## src/rtl/connect4_pkg.sv

```systemverilog
// Shared types and constants for the connect-four turn controller.
// Contents:
//   cell_t       - 2-bit board cell (CELL_EMPTY, P1, P2)
//   ROWS_C/COLS_C - default board geometry (6 rows x 7 columns)
//   board_t      - packed board, [row][col], row 0 at the top
//   ctrl_state_t - controller FSM states
//   other_player - returns the opponent of a player id
package connect4_pkg;

  typedef logic [1:0] cell_t;

  localparam cell_t CELL_EMPTY = 2'b00;
  localparam cell_t P1         = 2'b01;
  localparam cell_t P2         = 2'b10;

  localparam int unsigned ROWS_C = 6;
  localparam int unsigned COLS_C = 7;

  typedef cell_t [0:ROWS_C-1][0:COLS_C-1] board_t;

  typedef enum logic [2:0] {
    StIdle,
    StWaitMove,
    StCheck,
    StCheckWait,
    StGameOver
  } ctrl_state_t;

  function automatic cell_t other_player(cell_t p);
    return (p == P1) ? P2 : P1;
  endfunction

endpackage

```

## src/rtl/connect4_column_heights.sv

```systemverilog
// Per-column fill heights for the connect-four board.
// Ports:
//   clk, rst_n      - clock, asynchronous active-low reset
//   clear           - zero every column height (new game)
//   inc, inc_col    - add one piece to column inc_col (saturates at ROWS)
//   sel_col         - column whose landing row is reported on drop_row
//   col_full        - one bit per column, set when the column holds ROWS pieces
//   drop_row        - row a piece dropped into sel_col would occupy
//   first_free_col  - lowest-index column that is not full (0 if none)
module connect4_column_heights
  import connect4_pkg::*;
#(
  parameter int unsigned ROWS = ROWS_C,
  parameter int unsigned COLS = COLS_C
) (
  input  logic            clk,
  input  logic            rst_n,
  input  logic            clear,
  input  logic            inc,
  input  logic [2:0]      inc_col,
  input  logic [2:0]      sel_col,
  output logic [COLS-1:0] col_full,
  output logic [2:0]      drop_row,
  output logic [2:0]      first_free_col
);

  logic [2:0] height_q [COLS];
  logic [2:0] height_d [COLS];
  logic [2:0] sel_height;
  logic       found;

  always_comb begin
    for (int c = 0; c < COLS; c++) begin
      height_d[c] = height_q[c];
      if (clear) begin
        height_d[c] = '0;
      end else if (inc && (inc_col == 3'(c)) && (height_q[c] < 3'(ROWS))) begin
        height_d[c] = height_q[c] + 3'd1;
      end
    end
  end

  always_ff @(posedge clk or negedge rst_n) begin
    if (!rst_n) begin
      for (int c = 0; c < COLS; c++) begin
        height_q[c] <= '0;
      end
    end else begin
      for (int c = 0; c < COLS; c++) begin
        height_q[c] <= height_d[c];
      end
    end
  end

  always_comb begin
    for (int c = 0; c < COLS; c++) begin
      col_full[c] = (height_q[c] >= 3'(ROWS));
    end
  end

  // Landing row counts up from the bottom; meaningless for a full column,
  // which the controller rejects before using it.
  always_comb begin
    sel_height = '0;
    for (int c = 0; c < COLS; c++) begin
      if (sel_col == 3'(c)) begin
        sel_height = height_q[c];
      end
    end
    drop_row = 3'(ROWS - 1) - sel_height;
  end

  always_comb begin
    first_free_col = '0;
    found          = 1'b0;
    for (int c = 0; c < COLS; c++) begin
      if (!found && !col_full[c]) begin
        first_free_col = 3'(c);
        found          = 1'b1;
      end
    end
  end

endmodule

```

## src/rtl/connect4_game_ctrl.sv

```systemverilog
// Turn sequencer for the connect-four game: owns the board, drops pieces,
// runs the win-checker handshake, alternates players, declares win or draw.
// Optional feature: define TURN_TIMEOUT_EN to build the per-turn idle timer
// that auto-drops the current player's piece into the first non-full column.
// Ports:
//   clk, rst_n                 - clock, asynchronous active-low reset
//   start                      - pulse: clear board, begin a new game
//   move_valid, move_col       - offered move; move_ready accepts it
//   move_reject                - pulse one cycle after an illegal offer
//   board                      - registered board, read by checker and renderer
//   check_en, win_flag, winner_id - win-checker handshake
//   current_player             - player to move
//   last_row, last_col         - position of the most recent drop
//   game_over, winner, draw    - game result
//   turn_timeout               - pulse in the cycle an auto-move is taken
module connect4_game_ctrl
  import connect4_pkg::*;
#(
  parameter int unsigned ROWS         = ROWS_C,
  parameter int unsigned COLS         = COLS_C,
  parameter int unsigned CHECK_LAT    = 1,
  parameter int unsigned TURN_TIMEOUT = 50_000_000
) (
  input  logic                          clk,
  input  logic                          rst_n,
  input  logic                          start,
  input  logic                          move_valid,
  input  logic [2:0]                    move_col,
  output logic                          move_ready,
  output logic                          move_reject,
  output cell_t [0:ROWS-1][0:COLS-1]    board,
  output logic                          check_en,
  input  logic                          win_flag,
  input  logic [1:0]                    winner_id,
  output logic [1:0]                    current_player,
  output logic [2:0]                    last_row,
  output logic [2:0]                    last_col,
  output logic                          game_over,
  output logic [1:0]                    winner,
  output logic                          draw,
  output logic                          turn_timeout
);

  localparam int unsigned Cells = ROWS * COLS;
  localparam int unsigned CntW  = $clog2(Cells + 1);

  ctrl_state_t                 state_q, state_d;
  cell_t [0:ROWS-1][0:COLS-1]  board_q, board_d;
  cell_t                       player_q, player_d;
  logic [CntW-1:0]             count_q, count_d;
  logic [2:0]                  last_row_q, last_row_d;
  logic [2:0]                  last_col_q, last_col_d;
  cell_t                       winner_q, winner_d;
  logic                        draw_q, draw_d;
  logic                        reject_q, reject_d;
  logic [2:0]                  lat_cnt_q, lat_cnt_d;

  logic [COLS-1:0] col_full;
  logic [2:0]      drop_row;
  logic [2:0]      first_free_col;
  logic [2:0]      drop_col;
  logic            auto_move;
  logic            take;
  logic            illegal;
  logic            heights_clear;
  logic            heights_inc;

  // Auto-move targets the first free column; otherwise the offered column.
  assign drop_col = auto_move ? first_free_col : move_col;
  assign take     = move_valid | auto_move;

  always_comb begin
    illegal = ({29'd0, move_col} >= COLS);
    for (int c = 0; c < COLS; c++) begin
      if ((move_col == 3'(c)) && col_full[c]) begin
        illegal = 1'b1;
      end
    end
  end

  connect4_column_heights #(
    .ROWS (ROWS),
    .COLS (COLS)
  ) u_heights (
    .clk            (clk),
    .rst_n          (rst_n),
    .clear          (heights_clear),
    .inc            (heights_inc),
    .inc_col        (drop_col),
    .sel_col        (drop_col),
    .col_full       (col_full),
    .drop_row       (drop_row),
    .first_free_col (first_free_col)
  );

`ifdef TURN_TIMEOUT_EN
  localparam int unsigned TimerW = (TURN_TIMEOUT > 1) ? $clog2(TURN_TIMEOUT) : 1;

  logic [TimerW-1:0] timer_q, timer_d;

  // A user offer in the expiry cycle takes precedence over the auto-move.
  assign auto_move = (state_q == StWaitMove) && !start && !move_valid &&
                     (timer_q == TimerW'(TURN_TIMEOUT - 1));

  always_comb begin
    timer_d = timer_q + TimerW'(1);
    if ((state_q != StWaitMove) || start || move_valid || auto_move) begin
      timer_d = '0;
    end
  end

  always_ff @(posedge clk or negedge rst_n) begin
    if (!rst_n) begin
      timer_q <= '0;
    end else begin
      timer_q <= timer_d;
    end
  end
`else
  logic unused_turn_timeout;
  assign unused_turn_timeout = ^TURN_TIMEOUT;
  assign auto_move           = 1'b0;
`endif

  assign turn_timeout = auto_move;

  always_comb begin
    state_d       = state_q;
    board_d       = board_q;
    player_d      = player_q;
    count_d       = count_q;
    last_row_d    = last_row_q;
    last_col_d    = last_col_q;
    winner_d      = winner_q;
    draw_d        = draw_q;
    reject_d      = 1'b0;
    lat_cnt_d     = lat_cnt_q;
    heights_clear = 1'b0;
    heights_inc   = 1'b0;

    if (start) begin
      state_d       = StWaitMove;
      board_d       = '0;
      player_d      = P1;
      count_d       = '0;
      last_row_d    = '0;
      last_col_d    = '0;
      winner_d      = CELL_EMPTY;
      draw_d        = 1'b0;
      heights_clear = 1'b1;
    end else begin
      unique case (state_q)
        StIdle: ;
        StWaitMove: begin
          if (take) begin
            if (!auto_move && illegal) begin
              reject_d = 1'b1;
            end else begin
              for (int r = 0; r < ROWS; r++) begin
                for (int c = 0; c < COLS; c++) begin
                  if ((drop_row == 3'(r)) && (drop_col == 3'(c))) begin
                    board_d[r][c] = player_q;
                  end
                end
              end
              heights_inc = 1'b1;
              count_d     = count_q + CntW'(1);
              last_row_d  = drop_row;
              last_col_d  = drop_col;
              state_d     = StCheck;
            end
          end
        end
        StCheck: begin
          lat_cnt_d = '0;
          state_d   = StCheckWait;
        end
        StCheckWait: begin
          if (lat_cnt_q == 3'(CHECK_LAT - 1)) begin
            if (win_flag) begin
              winner_d = winner_id;
              state_d  = StGameOver;
            end else if (count_q == CntW'(Cells)) begin
              draw_d  = 1'b1;
              state_d = StGameOver;
            end else begin
              player_d = other_player(player_q);
              state_d  = StWaitMove;
            end
          end else begin
            lat_cnt_d = lat_cnt_q + 3'd1;
          end
        end
        StGameOver: ;
        default: state_d = StIdle;
      endcase
    end
  end

  always_ff @(posedge clk or negedge rst_n) begin
    if (!rst_n) begin
      state_q    <= StIdle;
      board_q    <= '0;
      player_q   <= P1;
      count_q    <= '0;
      last_row_q <= '0;
      last_col_q <= '0;
      winner_q   <= CELL_EMPTY;
      draw_q     <= 1'b0;
      reject_q   <= 1'b0;
      lat_cnt_q  <= '0;
    end else begin
      state_q    <= state_d;
      board_q    <= board_d;
      player_q   <= player_d;
      count_q    <= count_d;
      last_row_q <= last_row_d;
      last_col_q <= last_col_d;
      winner_q   <= winner_d;
      draw_q     <= draw_d;
      reject_q   <= reject_d;
      lat_cnt_q  <= lat_cnt_d;
    end
  end

  assign move_ready     = (state_q == StWaitMove);
  assign check_en       = (state_q == StCheck) || (state_q == StCheckWait);
  assign game_over      = (state_q == StGameOver);
  assign move_reject    = reject_q;
  assign board          = board_q;
  assign current_player = player_q;
  assign last_row       = last_row_q;
  assign last_col       = last_col_q;
  assign winner         = winner_q;
  assign draw           = draw_q;

endmodule

```

## config.mk

```make
export PLATFORM = sky130hd
export DESIGN_NAME = connect4_game_ctrl
export DESIGN_NICKNAME = d
export VERILOG_FILES = /design/src/rtl/connect4_pkg.sv /design/src/rtl/connect4_column_heights.sv /design/src/rtl/connect4_game_ctrl.sv
export SDC_FILE = /design/constraint.sdc
export NUM_CORES = 1
export LEC_CHECK = 0
export ABC_AREA = 1
export BUFFER_PORTS_ARGS = -buffer_cell sky130_fd_sc_hd__buf_2
export CAP_MARGIN = 15
export CORE_MARGIN = 2
export CORE_UTILIZATION = 52
export CTS_BUF_LIST = sky130_fd_sc_hd__clkbuf_16
export DETAILED_ROUTE_END_ITERATION = 6
export GPL_TIMING_DRIVEN = 0
export HOLD_SLACK_MARGIN = 0.02
export PLACE_DENSITY = 0.8
export SLEW_MARGIN = 20
export SYNTH_ARGS = -nofsm -noshare
export SYNTH_HDL_FRONTEND = slang
export SYNTH_HIERARCHICAL = 1
export SYNTH_SLANG_ARGS = --single-unit
```

## constraint.sdc

```tcl
create_clock -name clk -period 2.3 [get_ports clk]
set_input_delay 0.23 -clock clk [delete_from_list [all_inputs] [get_ports clk]]
set_output_delay 0.23 -clock clk [all_outputs]
set_load 0.05 [all_outputs]
```

==> results.md <==
- Final setup violation count: 0
- Gr ovfl total: 0
- Post-Route Hold Slack: 0.05345 ns
- Met1 usage: 0.3868
- Vias in the first global route: 6377
- Hold Startpoint: winner_id[1]
- Sw Share: 0.3742
- Flop pwr share: 0.336
- CTS tree: built
- PortBufs: 107
- Pre-antenna DRT Iters: 6
- Family with the most delay on the worst path: simple AND/OR/NAND/NOR gates
- Global route hottest layer: met2
- Hold EP: winner[1]$_DFFE_PN0P_
- RSZ-0062 raised after global routing: true
- Critical-path top delay cell: dfrtp_2
- Hold path cells: 3
- Drt drc: 0
- Sink Count: 129
- Cell area after synthesis: 7402 um2
- Initial Util: 0.5333
- Drt total wl: 21170 um
- Post-Synthesis Cells: 904
- Crit Path Max Fanout: 4
- Ant. Diodes: 0
- Clk buf depth: 2
- M3 GR Usage: 0.05720
- VDD IR max: 0.0004440 V
- Outcome: finished clean
- Via density per instance: 5.664
- Clock power frac: 0.374
- Pwr dens: 850.5 nW/um2
- Worst setup SP type: register
- Syn_nets: 929
- Worst-Margin Slew: 0.7950 ns
- Part of the power in combinational logic: 0.290
- First-pass GRT wire length: 32710 um
- 1st-iter DRT viols: 826
- Cts bufs inserted: 17
- ANT nets after route: 0
- Final setup skew: 0.008932 ns
- Final HPWL DP: 13880 um
- Post-place setup slack: -0.5659 ns
- Layout Nets: 1081
- Initial antenna violation count: 0
- Reg clk slew, reported paths: 0.06 ns
- Period utilization: 0.9893
- DR vias: 7074
- Total core area: 13880 um2
- GPL Wtd Cong: 0.9228
- Minimum clock period after layout: 2.275 ns
- Max stage delay on crit path: 0.44 ns
- Area growth from synthesis to layout: 25.54%
- Ports: 110
- Root Buffer: clkbuf_16
- Setup tns final: 0 ns
- Syn. warnings: 6
- PnR worst setup slack: 0.02466 ns
- Final core occ: 0.6695
- Cells on worst reg2reg path: 14
- Worst reg-to-reg setup slack: 0.02 ns
- M2 GR Usage: 0.4492
- Share of layout cells above drive strength 1: 0.2750
- Hold crit path type: primary input to register
- Critical Path AT: 2.62 ns
- Total GRT Usage: 0.2813
- Largest net degree at the start of global routing: 74
- Number of max-cap violations: 0
- Slew Limit Fails: 0
- Die Area: 15210 um2
- Leakage: 4.761 nW
- Drt wl/cell: 16.95 um
- Later-pin clock latency in the skew report: 0.43 ns
- # rows: 43
- CP bufs+invs: 3
- Cell mode on critical path: nor2_4
- Worst R2R Start: u_heights/height_q[19]$_DFFE_PN0P_
- Max_slew headroom: 0.4680
- Max Fclk: 439.5 MHz
- Psw: 2.958 mW
- WS Path Type: register to register
- Final Hold Fails: 0
- Reg-to-Reg End: u_heights/height_q[9]$_DFFE_PN0P_
- Crit. End Element: register
- Die X: 123.3 um
- Critical path cell sequence: ha_4 -> o21ai_4 -> inv_1 -> nand3_1 -> nand2_2 -> nor2_8 -> nand2_4 -> nor2_4 -> inv_2 -> nor2_4 -> nand4_1 -> buf_4 -> xor2_2 -> nor2_1
- # H-tree levels: 4
- Data required time at the worst endpoint: 2.65 ns
- Syn Area/Cell: 8.188 um2
- Pint: 4.946 mW
- Die Span Y: 123.3 um
layout by cell type (no fill, tap or decap), types with 4 or more instances in the layout:
cell type	n
nor2_2	24
bufinv_16	5
ha_1	13
nand4_1	53
dfrtp_1	125
nand3_1	122
clkbuf_16	17
nor2_4	4
nand2_2	5
buf_1	9
a21oi_1	10
o21ai_0	24
buf_8	4
nor2_1	69
nand3_4	7
inv_1	61
o31ai_1	4
buf_4	28
buf_2	121
nand2_1	254
clkbuf_1	9
o21ai_1	6
inv_2	13
nand3_2	6
nand4_4	28
power groups by stage:
stage          clock, mW  combinational (mW)  sequential (mW)
2_1_floorplan          0               0.934             3.34
3_3_place_gp           0                2.09             2.68
3_5_place_dp           0                2.13             2.68
4_1_cts             2.97                2.21             2.65
5_1_grt             3.08                2.45             2.68
6_report            2.96                2.29             2.66
flip-flops by register name, indices dropped and copies added, names as in the netlist, 3 cells and up:
| register | count |
|---|---|
| count_q | 6 |
| state_q | 3 |
| u_heights/height_q | 21 |
| last_row | 3 |
| lat_cnt_q | 3 |
| last_col | 3 |
| board | 84 |
worst reg2reg max path: stages, from the launching register on:
cell and delay (ns):
dfrtp_2 0.44, ha_4 0.18, o21ai_4 0.17, inv_1 0.07
nand3_1 0.10, nand2_2 0.09, nor2_8 0.12, nand2_4 0.07
nor2_4 0.12, inv_2 0.06, nor2_4 0.15, nand4_1 0.19
buf_4 0.20, xor2_2 0.13, nor2_1 0.12
metal layers:
metal | up-vias | routed length, um
met4 | 0 | 388
met2 | 343 | 10180
li1 | 3319 | -
met1 | 3369 | 8940
met5 | - | 0
met3 | 43 | 1657
layout make-up:
| class | count | area, um2 |
|---|---|---|
| Buffer | 46 | 311.5 |
| Clock buffer | 17 | 425.4 |
| Clock inverter | 15 | 214.0 |
| Fill cell | 1102 | 4588 |
| Inverter | 75 | 287.8 |
| Multi-Input combinational cell | 654 | 3832 |
| Sequential cell | 129 | 3233 |
| Tap cell | 180 | 225.2 |
| Timing Repair Buffer | 133 | 763.2 |
stage by stage:
stage	power [mW]	area (um2)	std cells
finish	7.904	9293	1249
global route	8.213	9293	1249
CTS	7.831	8981	1234
detailed placement	4.810	8200	1192
global placement	4.771	8163	1191
floorplan	4.270	7402	904
what timing repair did:
action / CTS / global route
hold buffers: 1 / 0
setup buffers: 9 / 15
hold endpoints to repair: 56 / 0
pin swaps: 9 / 19
gates resized for setup: 22 / 60
endpoints found under the setup margin: 105 / 104
worst max path at each step:
stage / startpoint / depth (start not counted) / endpoint
global placement: rst_n / 1 / u_heights/height_q[19]$_DFFE_PN0P_
floorplan: u_heights/height_q[4]$_DFFE_PN0P_ / 17 / u_heights/height_q[11]$_DFFE_PN0P_
finish: u_heights/height_q[19]$_DFFE_PN0P_ / 14 / u_heights/height_q[9]$_DFFE_PN0P_
detailed placement: move_col[0] / 14 / board[31]$_DFFE_PN0P_
CTS: u_heights/height_q[19]$_DFFE_PN0P_ / 13 / u_heights/height_q[10]$_DFFE_PN0P_
global route: u_heights/height_q[18]$_DFFE_PN0P_ / 15 / u_heights/height_q[9]$_DFFE_PN0P_
No activity file was read; power rests on OpenSTA's default activity.
